$ cat config.mk
export PLATFORM = sky130hd
export DESIGN_NAME = fp_mul_issue
export DESIGN_NICKNAME = d
export VERILOG_FILES = /design/src/rtl/fp_mul_issue.sv
export SDC_FILE = /design/constraint.sdc
export NUM_CORES = 1
export LEC_CHECK = 0
export ABC_AREA = 0
export BUFFER_PORTS_ARGS = -buffer_cell sky130_fd_sc_hd__buf_2
export CORE_MARGIN = 2
export CORE_UTILIZATION = 51
export CTS_BUF_LIST = sky130_fd_sc_hd__clkbuf_8
export DETAILED_ROUTE_END_ITERATION = 16
export GPL_TIMING_DRIVEN = 0
export PLACE_DENSITY = 0.94
export REMOVE_ABC_BUFFERS = 1
export SYNTH_ARGS = -nofsm -noshare
export SYNTH_HDL_FRONTEND = slang
export SYNTH_SLANG_ARGS = --single-unit
export TNS_END_PERCENT = 30
$ cat constraint.sdc
create_clock -name clk -period 3.4 [get_ports clk]
set_input_delay 1.02 -clock clk [delete_from_list [all_inputs] [get_ports clk]]
set_output_delay 1.02 -clock clk [all_outputs]
set_load 0.05 [all_outputs]
$ cat src/rtl/fp_mul_issue.sv
// rtl/fp_mul_issue.sv - issue/capture stage wrapped around a combinational FP32 multiplier
//
// Registers an operand pair onto the multiplier inputs, holds them for a
// multi-cycle path of WAIT_CYCLES cycles, then captures the product and flags.
//
// Parameters:
//   WAIT_CYCLES  cycles the multiplier inputs are held before capture (1..15)
//   CNT_W        width of the completed-operation counter
//
// Ports:
//   clk           system clock, rising edge
//   reset         synchronous, active-high reset
//   start         multiply request, sampled only in IDLE
//   op_a, op_b    operands, sampled with an accepted start
//   mul_a, mul_b  registered operands driven to the multiplier
//   mul_result    product returned by the multiplier
//   mul_flags     multiplier flags {negative, carry, zero, overflow}
//   busy          high in WAIT or CAPTURE
//   done          one-cycle pulse after a capture
//   result        last captured product
//   flags         last captured flags
//   sticky_flags  OR of every captured flags value since reset/clear
//   clr_sticky    clear sticky_flags
//   ops_done      count of completed operations (wraps)

module fp_mul_issue #(
  parameter int WAIT_CYCLES = 2,
  parameter int CNT_W       = 16
) (
  input  logic             clk,
  input  logic             reset,
  input  logic             start,
  input  logic [31:0]      op_a,
  input  logic [31:0]      op_b,
  output logic [31:0]      mul_a,
  output logic [31:0]      mul_b,
  input  logic [31:0]      mul_result,
  input  logic [3:0]       mul_flags,
  output logic             busy,
  output logic             done,
  output logic [31:0]      result,
  output logic [3:0]       flags,
  output logic [3:0]       sticky_flags,
  input  logic             clr_sticky,
  output logic [CNT_W-1:0] ops_done
);

  localparam logic [1:0] S_IDLE    = 2'd0;
  localparam logic [1:0] S_WAIT    = 2'd1;
  localparam logic [1:0] S_CAPTURE = 2'd2;

  // WAIT exits when cnt reaches zero, so loading WAIT_CYCLES-1 gives
  // exactly WAIT_CYCLES cycles in WAIT.
  localparam logic [3:0] CNT_LOAD = 4'(WAIT_CYCLES - 1);

  localparam logic [CNT_W-1:0] OPS_ONE = {{(CNT_W-1){1'b0}}, 1'b1};

  logic [1:0] state;
  logic [3:0] cnt;

  assign busy = (state == S_WAIT) || (state == S_CAPTURE);

  always_ff @(posedge clk) begin
    if (reset) begin
      state        <= S_IDLE;
      cnt          <= 4'd0;
      mul_a        <= 32'd0;
      mul_b        <= 32'd0;
      result       <= 32'd0;
      flags        <= 4'd0;
      sticky_flags <= 4'd0;
      ops_done     <= '0;
      done         <= 1'b0;
    end else begin
      done <= 1'b0;

      // Outside CAPTURE a clear simply zeroes the accumulator; inside CAPTURE
      // the clear is folded into the accumulate below.
      if (clr_sticky && (state != S_CAPTURE)) begin
        sticky_flags <= 4'd0;
      end

      case (state)
        S_IDLE: begin
          if (start) begin
            mul_a <= op_a;
            mul_b <= op_b;
            cnt   <= CNT_LOAD;
            state <= S_WAIT;
          end
        end

        S_WAIT: begin
          if (cnt == 4'd0) begin
            state <= S_CAPTURE;
          end else begin
            cnt <= cnt - 4'd1;
          end
        end

        S_CAPTURE: begin
          result       <= mul_result;
          flags        <= mul_flags;
          sticky_flags <= (clr_sticky ? 4'd0 : sticky_flags) | mul_flags;
          ops_done     <= ops_done + OPS_ONE;
          done         <= 1'b1;
          state        <= S_IDLE;
        end

        default: begin
          state <= S_IDLE;
        end
      endcase
    end
  end

endmodule

==> impl_metrics.py <==
metrics = {
    "power_and_ir_drop": {
        "leakagePower_nw": 2.97,
        "vdd_drop_max_mv": 0.491,
        "p_per_area_nw_per_um2": 831,
    },
    "timing": {
        "finalSetupTns_ns": 0,
        "max-slew-margin-rel_pct": 52.6,
        "worst_slew_pin_slew_ns": 0.711,
        "setup_violations": 0,
        "slew_viol_final": 0,
        "final_hold_viol_count": 0,
        "rsz0062_at_grt": "no",
        "min_period_ns": 2.40,
        "max_freq_ghz": 0.416,
        "finalCritPeriodShare_pct": 70.7,
        "skew_ns": 0.0160,
    },
    "cts": {
        "path_clk_slew_ns": 0.08,
        "cts_buffers": 17,
        "cts_tree": "yes",
        "cts_max_path_buffers": 2,
        "numClockSinks": 127,
        "post_cts_buffers": 0,
        "root_buffer": "clkbuf_8",
        "insertion_delay_ns": 0.41,
        "htreeDepth": 4,
        "cts_resized": 0,
        "ctsHoldBuffers": 0,
    },
    "synthesis": {
        "yosys.cell_types.count": 32,
        "ys_ff_latch": 127,
        "yosysWarnings": 0,
        "synth.top_cell.area_share_pct": 54.0,
        "synth_seq_area_share_pct": 54.0,
        "yosys-top-cells-area": "dfxtp_1, nand2_1, a21oi_1",
        "synthCells": 541,
        "syn-cell-area_um2": 4710,
        "yosys.area.top_type": "dfxtp_1",
        "syn_area_per_cell_um2": 8.71,
    },
    "floorplan": {
        "start_util_pct": 51.7,
        "dieArea_um2": 10000,
        "pin_count": 226,
        "core_um2": 9110,
        "rows": 35,
        "die_h_um": 100,
        "dieWidth_um": 100,
    },
    "placed_design": {
        "portBuffers": 225,
        "placedCellCount": 847,
        "gp_congestion": 0.796,
        "dp_hpwl_mm": 8.51,
        "placed_cell_area_um2": 5930,
    },
    "worst_setup_path": {
        "cp_max_fo": 3,
        "critPathCaptureType": "output port",
        "cp.arrival_ns": 1.38,
        "endpoint": "busy",
        "worst_r2r_path_depth": 7,
        "cp-startpoint": "state[0]",
        "worstSetupPathType": "flip-flop to output port",
        "r2r_end": "ops_done[15]",
        "r2r_setup_slack_ns": 1.07,
        "r2r_start": "state[0]",
        "critPathRequiredTime_ns": 2.38,
        "cp-start-kind": "flip-flop",
    },
    "final_layout": {
        "final_cell_area_um2": 6310,
        "antenna_cells": 0,
        "layout_commonest_cell": "buf_2",
        "layout_common_cells": "buf_2, nand2_1, dfxtp_1, a21oi_1, nor2_1",
        "final_cells": 878,
        "nNetsFinal": 866,
        "final_util_pct": 69.3,
        "area_growth_pct": 34.1,
        "drive_gt1_share_pct": 34.7,
        "n_fill_cell": 730,
    },
    "global_routing": {
        "grt_max_degree": 70,
        "grt.total_usage_pct": 23.1,
        "overflow": 0,
        "grt_pass1_wl_mm": 18.5,
        "grt_pass1_vias": 4112,
        "grt_antenna_before_repair": 0,
    },
    "routing": {
        "drc": 0,
        "vias": 4398,
        "postRouteWirelength_mm": 11.8,
        "ant_nets": 0,
        "drt_pre_antenna_iters": 5,
        "drt_iter0_markers": 130,
        "via_per_inst": 5.01,
        "wl_per_cell_um": 13.5,
    },
    "job": {
        "maxCapViolCount": 0,
    },
    "run_status": {
        "status": "completed",
    },
    "worst_hold_path": {
        "hold_class": "flip-flop to flip-flop",
    },
}
synthesized netlist by cell type (all sizes together):
library cell	n
and4	2
o221ai	1
mux2	2
inv	4
nor3	4
or3	2
nand2	141
xor2	6
a221oi	1
clkbuf	20
nor4	1
nor2b	6
mux2i	35
dfxtp	127
and2	1
nand2b	11
nor2	49
o21a	1
nand4	5
or3b	1
nand3b	1
buf	14
ha	7
nand3	7
xnor2	4
and3	2
or4b	1
a21oi	79
o21ai	6
per-layer routing:
metal	routed length (um)	track usage [%]	up-vias
li1	-	-	2206
met4	372	12.2	0
met1	4810	26.0	2008
met2	6040	39.9	148
met5	0	0	-
met3	622	6.27	36
worst max-delay path: stages (launching register included):
cell and delay (ns):
dfxtp_1 0.36, inv_1 0.09, ha_1 0.27, buf_2 0.25
sequential cells by signal, summed over array words and instances, names as in the netlist:
name and cells:
done 1, sticky_flags 4, mul_b 32, flags 4, cnt 4, state 2, ops_done 16, result 32
mul_a 32
how the worst min path moves through the flow:
| stage | endpoint | from | cells after the start | slack (ns) |
|---|---|---|---|---|
| 3_3_place_gp | mul_a[3] | mul_a[3] | 2 | 0.44 |
| 6_report | mul_a[23] | mul_a[23] | 2 | 0.45 |
| 5_1_grt | mul_b[12] | mul_b[12] | 2 | 0.47 |
| 2_1_floorplan | cnt[3] | cnt[3] | 2 | 0.46 |
| 4_1_cts | mul_b[25] | mul_b[25] | 2 | 0.45 |
| 3_5_place_dp | mul_a[5] | mul_a[5] | 2 | 0.44 |
logic make-up after synthesis:
kind of cell | after synthesis | synth area share, %
adders and majority gates | 7 | 1.86
muxes | 37 | 7.92
AOI/OAI and AO/OA | 88 | 9.70
xor gates and xnor gates | 10 | 1.86
buffers and inverters | 38 | 3.21
and+or+nand+nor | 234 | 21.5
DFF | 127 | 54.0
layout make-up:
type	instances	area (um2)	area share (%)
repair buffers	229	1220	19.3
multi-input cells	376	2020	32.0
inverters	4	15.0	0.238
clock inverters	14	145	2.30
clock buffers	17	234	3.71
flip-flops and latches	127	2540	40.3
well taps	111	139	2.20
stage by stage:
stage	hold WS [ns]	setup slack, ns	power, mW
CTS	0.454	0.968	5.29
floorplan	0.461	0.206	3.50
global route	0.470	0.881	5.52
finish	0.452	0.997	5.25
global placement	0.439	-0.355	3.97
detailed placement	0.443	1.07	4.03
power by group:
group          switching [mW]  internal (mW)  total (mW)
clock                   0.592          0.646        1.24
sequential              0.136           1.75        1.89
combinational            1.54          0.576        2.12
Power figures use the tool's default switching activity.
